`src/rtl/fetch_pc_unit.sv`:
```
// -----------------------------------------------------------------------------
// fetch_pc_unit
//
// Instruction-fetch PC sequencer placed directly in front of the branch
// predictor. Every cycle the current PC is presented to the predictor, whose
// combinational answer selects the next PC. Each issued instruction's
// {pc, predicted next pc} pair is kept in an in-order queue until execute
// resolves it; a resolution that disagrees with the prediction redirects the
// PC, empties the queue and pulses flush. Every resolved branch produces a
// one-cycle registered update on the predictor feedback port.
//
// Ports
//   clk, reset          clock; synchronous active-high reset
//   bp_pc               current PC driven to the predictor lookup
//   bp_opinion          predictor holds a valid entry for bp_pc
//   bp_taken, bp_addr   predicted direction and target
//   imem_ready          instruction memory accepts pc this cycle
//   stall               decode backpressure
//   fetch_fire          instruction at fetch_pc issued this cycle
//   fetch_pc            PC of the issued instruction
//   fetch_pred_next     predicted next PC tagged onto the issued instruction
//   res_valid           execute resolves the oldest in-flight instruction
//   res_is_branch       resolved instruction is a conditional branch/jump
//   res_taken           actual direction (0 for non-branches)
//   res_target          actual target when taken
//   flush               registered one-cycle squash of all younger work
//   fb_enable, fb_taken, fb_branch_addr, fb_current_pc
//                       registered predictor update for a resolved branch
// -----------------------------------------------------------------------------
module fetch_pc_unit #(
   parameter int unsigned           ADDR_SIZE = 32,
   parameter logic [ADDR_SIZE-1:0]  RESET_PC  = 32'h0040_0000,
   parameter int unsigned           QLOG      = 2
) (
   input  logic                  clk,
   input  logic                  reset,

   output logic [ADDR_SIZE-1:0]  bp_pc,
   input  logic                  bp_opinion,
   input  logic                  bp_taken,
   input  logic [ADDR_SIZE-1:0]  bp_addr,

   input  logic                  imem_ready,
   input  logic                  stall,
   output logic                  fetch_fire,
   output logic [ADDR_SIZE-1:0]  fetch_pc,
   output logic [ADDR_SIZE-1:0]  fetch_pred_next,

   input  logic                  res_valid,
   input  logic                  res_is_branch,
   input  logic                  res_taken,
   input  logic [ADDR_SIZE-1:0]  res_target,

   output logic                  flush,
   output logic                  fb_enable,
   output logic                  fb_taken,
   output logic [ADDR_SIZE-1:0]  fb_branch_addr,
   output logic [ADDR_SIZE-1:0]  fb_current_pc
);

   localparam int unsigned          QDEPTH  = 1 << QLOG;
   localparam logic [ADDR_SIZE-1:0] PC_STEP = ADDR_SIZE'(4);
   localparam logic [QLOG:0]        CNT_MAX = (QLOG+1)'(QDEPTH);

   logic [ADDR_SIZE-1:0] pc;
   logic [ADDR_SIZE-1:0] pred_next;

   // In-flight queue: circular buffer addressed by head/tail, occupancy in count.
   logic [ADDR_SIZE-1:0] q_pc   [QDEPTH];
   logic [ADDR_SIZE-1:0] q_pred [QDEPTH];
   logic [QLOG-1:0]      head;
   logic [QLOG-1:0]      tail;
   logic [QLOG:0]        count;
   logic [QLOG:0]        count_next;
   logic                 q_full;
   logic                 q_empty;

   logic [ADDR_SIZE-1:0] head_pc;
   logic [ADDR_SIZE-1:0] head_pred;
   logic [ADDR_SIZE-1:0] actual_next;
   logic                 res_hit;
   logic                 mispredict;
   logic                 do_deq;

   // ---------------------------------------------------------------------------
   // Prediction and issue
   // ---------------------------------------------------------------------------
   assign pred_next = (bp_opinion && bp_taken) ? bp_addr : pc + PC_STEP;

   assign q_full  = (count == CNT_MAX);
   assign q_empty = (count == '0);

   assign fetch_fire      = imem_ready && !stall && !q_full && !mispredict && !reset;
   assign bp_pc           = pc;
   assign fetch_pc        = pc;
   assign fetch_pred_next = pred_next;

   // ---------------------------------------------------------------------------
   // Resolution against the queue head
   // ---------------------------------------------------------------------------
   assign head_pc     = q_pc[head];
   assign head_pred   = q_pred[head];
   assign res_hit     = res_valid && !q_empty;
   assign actual_next = res_taken ? res_target : head_pc + PC_STEP;
   assign mispredict  = res_hit && (actual_next != head_pred);
   assign do_deq      = res_hit && !mispredict;

   // Simultaneous enqueue and dequeue leave occupancy unchanged.
   always_comb begin
      // NOTE: every variable assigned in a combinational block gets a default
      // first, so no path leaves it unassigned and no latch is inferred.
      count_next = count;
      case ({fetch_fire, do_deq})
         2'b10:   count_next = count + (QLOG+1)'(1);
         2'b01:   count_next = count - (QLOG+1)'(1);
         default: count_next = count;
      endcase
   end

   // Queue storage. Entries are only meaningful while counted, so the array
   // carries no reset. fetch_fire already excludes reset and mispredict cycles.
   // NOTE: storage arrays are deliberately left out of reset; validity is
   // tracked by count, and resetting the array would only add logic.
   always_ff @(posedge clk) begin
      if (fetch_fire) begin
         q_pc[tail]   <= pc;
         q_pred[tail] <= pred_next;
      end
   end

   // ---------------------------------------------------------------------------
   // Control state: pc, queue pointers, flush and predictor feedback
   // ---------------------------------------------------------------------------
   // NOTE: sequential state uses non-blocking assignments so every register
   // samples the pre-edge values, independent of statement order.
   always_ff @(posedge clk) begin
      if (reset) begin
         pc             <= RESET_PC;
         head           <= '0;
         tail           <= '0;
         count          <= '0;
         flush          <= 1'b0;
         fb_enable      <= 1'b0;
         fb_taken       <= 1'b0;
         fb_branch_addr <= '0;
         fb_current_pc  <= '0;
      end else begin
         flush     <= mispredict;
         fb_enable <= res_hit && res_is_branch;
         if (res_hit && res_is_branch) begin
            fb_taken       <= res_taken;
            fb_branch_addr <= res_target;
            fb_current_pc  <= head_pc;
         end

         if (mispredict) begin
            // Everything in flight is younger than the wrong prediction.
            pc    <= actual_next;
            head  <= '0;
            tail  <= '0;
            count <= '0;
         end else begin
            if (fetch_fire) begin
               pc   <= pred_next;
               tail <= tail + QLOG'(1);
            end
            if (do_deq) begin
               head <= head + QLOG'(1);
            end
            count <= count_next;
         end
      end
   end

endmodule
```
`config.mk`:
```
export PLATFORM = sky130hd
export DESIGN_NAME = fetch_pc_unit
export DESIGN_NICKNAME = d
export VERILOG_FILES = /design/src/rtl/fetch_pc_unit.sv
export SDC_FILE = /design/constraint.sdc
export NUM_CORES = 1
export LEC_CHECK = 0
export ABC_AREA = 1
export CAP_MARGIN = 20
export CORE_MARGIN = 2
export CORE_UTILIZATION = 50
export DETAILED_ROUTE_END_ITERATION = 8
export PLACE_DENSITY = 0.76
export SLEW_MARGIN = 10
export SYNTH_ARGS = -nofsm -noshare
export SYNTH_HDL_FRONTEND = slang
export SYNTH_SLANG_ARGS = --single-unit
```
`constraint.sdc`:
```
create_clock -name clk -period 6 [get_ports clk]
set_input_delay 1.2 -clock clk [delete_from_list [all_inputs] [get_ports clk]]
set_output_delay 1.2 -clock clk [all_outputs]
set_load 0.005 [all_outputs]
```
==> run_results.csv <==
group,metric,value,unit
global_routing,antenna_found_initial,1,
routing,drtIter0Drc,1622,
floorplan,die_x,192,um
final_layout,most-common-layout-cells,"nand2_1 (712), edfxtp_1 (256), clkdlybuf4s50_1 (235)",
clock_tree,cts_buffer_depth,3,
final_layout,syn_to_final_growth,21.6,%
place,dpl.cell_count,2648,
sta,clock_skew,0.0135,ns
synth,synth.avg_cell_area,8.59,sq um
final_layout,diodes,0,
power,internal_power,4.49,mW
synth,synthesis.nets,2138,
clock_tree,clk_latency,0.53,ns
floorplan,core_area,0.0346,sq mm
clock_tree,cts_root_buffer,"clkbuf_16",
power,ir_worst_vdd,187,uV
final_layout,layout-drive-gt1-share,0.0681,
sta,hold_viol,0,
sta,finalCritPeriodShare,0.946,
floorplan,rows,68,
global_routing,globalRouteOverflowTotal,0,
final_layout,fin_nets,2315,
power,switching_power,1.41,mW
status,status,"finished, final reports clean",
global_routing,grt_max_degree,68,
clock_tree,htreeDepth,2,
synth,synth_cell_types,46,
synth,ys_async_sr_fraction,0,
floorplan,start_util,0.510,
place,dpl.hpwl,37400,um
routing,ant_nets,0,
power,powerDensity,275,mW/mm^2
power,swShare,0.239,
synth,seq_area_frac_synth,0.558,
synth,ys.flop_type,"edfxtp_1",
sta,layout_min_cycle_time,5.67,ns
sta,fin_setup_tns,0,ns
global_routing,grt_pass1_vias,14400,
clock_tree,numCtsBuffers,39,
sta,relSlewSlack,0.306,
sta,fmax,0.176,GHz
power,power_frac_seq,0.487,
floorplan,die_area,0.0368,sq mm
synth,syn_inst,2057,
synth,synth_edf_count,256,
sta,slew_violations,0,
routing,first_pass_iters,7,
sta,rsz0062_at_grt,"false",
place,gp_congestion,0.963,
critical_path,critPathRequiredTime,4.80,ns
clock_tree,clk_pin_slew_worst_paths,0.06,ns
final_layout,final_common_cell,"nand2_1",
final_layout,seq_area,0.00985,sq mm
global_routing,grtUsageTotal,0.295,
routing,via_per_inst,5.68,
place,placed_area,0.0202,sq mm
final_layout,final_cell_count_no_fill,2718,
routing,routed_wl,54600,um
worst_hold_path,hold_class,"flop to flop",
power,p_clk_frac,0.406,
final_layout,fill_cells,2857,
clock_tree,cts_sinks,364,
global_routing,grt_pass1_wl,82200,um
final_layout,fin_util,0.620,
synth,yosysWarningCount,0,
routing,vias,15400,
sta,worst_pin_slew,1.03,ns
power,power_leakage,8.48,nW
synth,syn-cell-area,0.0177,sq mm
floorplan,die_h,192,um
final_layout,stdcell_area,0.0215,sq mm
sta,setup_viol,0,
final_layout,multi_input_area,0.00672,sq mm
critical_path,crit_path_start_kind,"flop",
critical_path,crit_arrival,4.47,ns
clock_tree,cts_tree,"done",
floorplan,io_pins,237,
run,maxCapViolCount,0,
power,p_comb_frac,0.106,
critical_path,path_max_fanout,26,
place,portBuffers,236,
critical_path,critical_path_class,"flop to primary output",
routing,drc,0,
synth,synth_seq_cells,364,
routing,wl_per_cell,20.1,um
critical_path,cp-end-kind,"primary output",
==> timing repair <==
action / CTS / global route
resized for setup: 0 / 6
setup endpoints to repair: 0 / 1
hold buffers: 0 / 0
setup buffers: 0 / 0
==> path summary, 6_finish.rpt <==
| path | start | endpoint | slack (ns) | cells after the start |
|---|---|---|---|---|
| max | flop | fetch_fire | 0.33 | 25 |
| max reg2reg | flop | count[2]$_SDFFE_PP0P_ | 0.95 | 30 |
| min reg2reg | fb_branch_addr[19]$_SDFFE_PP0P_ | fb_branch_addr[19]$_SDFFE_PP0P_ | 0.47 | 2 |
| min | fb_branch_addr[19]$_SDFFE_PP0P_ | fb_branch_addr[19]$_SDFFE_PP0P_ | 0.47 | 2 |
==> per-stage QoR <==
| step | setup slack (ns) | power (mW) | hold slack (ns) |
|---|---|---|---|
| 2_1_floorplan | -0.0376 | 3.20 | 0.450 |
| 3_3_place_gp | 0.846 | 3.53 | 0.452 |
| 3_5_place_dp | 0.811 | 3.54 | 0.456 |
| 4_1_cts | 0.295 | 5.92 | 0.465 |
| 5_1_grt | 0.0143 | 6.08 | 0.480 |
| 6_report | 0.327 | 5.90 | 0.466 |
==> power by group through the flow <==
stage	sequential, mW	combinational (mW)	clock (mW)
finish	2.88	0.629	2.40
global route	2.88	0.683	2.52
CTS	2.87	0.623	2.42
detailed placement	2.93	0.618	0
global placement	2.92	0.609	0
floorplan	2.89	0.307	0
==> area by class of cell <==
type,count,area share
clock buffer,51,0.0514
clock inverter,19,0.00862
inverter,98,0.0175
multi-input combinational,1464,0.313
sequential,364,0.459
tap,455,0.0265
timing repair buffer,267,0.124
==> critical path, stage by stage (launching register included) <==
cell and delay (ns):
dfxtp_4 0.47, buf_4 0.32, nand2_1 0.12, nand2_1 0.09, nand2_1 0.04, nand2_1 0.12
ha_1 0.18, inv_1 0.07, nor2_2 0.20, nand2_1 0.12, nor2_4 0.28, nand3_1 0.13
nand2_1 0.08, nand2_1 0.09, nand2_1 0.09, nand2_1 0.08, nand2_1 0.06, nand2_1 0.06
nor2_1 0.13, nand2_1 0.08, nor2_2 0.21, nand3_4 0.11, nand2_4 0.08, nand3_2 0.09
inv_1 0.10, clkdlybuf4s50_1 0.50
==> flip-flops by register name, indices dropped and copies added, names as in the netlist, named ones only <==
signal,cells
fb_taken,1
fb_branch_addr,32
flush,1
fb_current_pc,32
q_pred,128
q_pc,128
count,3
head,2
bp_pc,32
fb_enable,1
tail,2
==> per-layer routing <==
metal / vias up / global-route usage / wire length [um] / share of wire
li1: 7187 / - / - / -
met1: 7275 / 0.378 / 21300 / 0.39
met2: 820 / 0.499 / 26100 / 0.48
met3: 153 / 0.0479 / 4790 / 0.088
met4: 2 / 0.123 / 2490 / 0.046
met5: - / 0 / 11 / 0.00020
==> cell usage after synthesis (6+ instances only) <==
master | instances | area [sq um]
a32oi_1 | 13 | 114
inv_1 | 95 | 357
edfxtp_1 | 256 | 7690
or2_2 | 25 | 156
nor3_1 | 7 | 35.0
xnor2_1 | 8 | 70.1
buf_4 | 42 | 315
dfxtp_1 | 108 | 2160
o21ai_1 | 10 | 50.1
nand2_1 | 712 | 2670
o22ai_1 | 19 | 119
clkbuf_1 | 46 | 173
nor2_2 | 10 | 62.6
buf_6 | 6 | 67.6
ha_1 | 7 | 87.6
nand3b_1 | 25 | 188
nor2_1 | 194 | 728
nand4_1 | 19 | 119
nand3_1 | 151 | 756
a21oi_1 | 91 | 455
buf_2 | 31 | 155
xor2_1 | 17 | 149
o21ai_0 | 121 | 606
==> cells by family after synthesis <==
family,after synthesis,synth area share
adders and majority gates,8,0.00609
muxes,2,0.00113
DFF,364,0.558
AOI/OAI and AO/OA,271,0.0837
buffers and inverters,229,0.0633
xor gates and xnor gates,25,0.0124
and+or+nand+nor,1158,0.276
(Power assumes the default switching activity.)
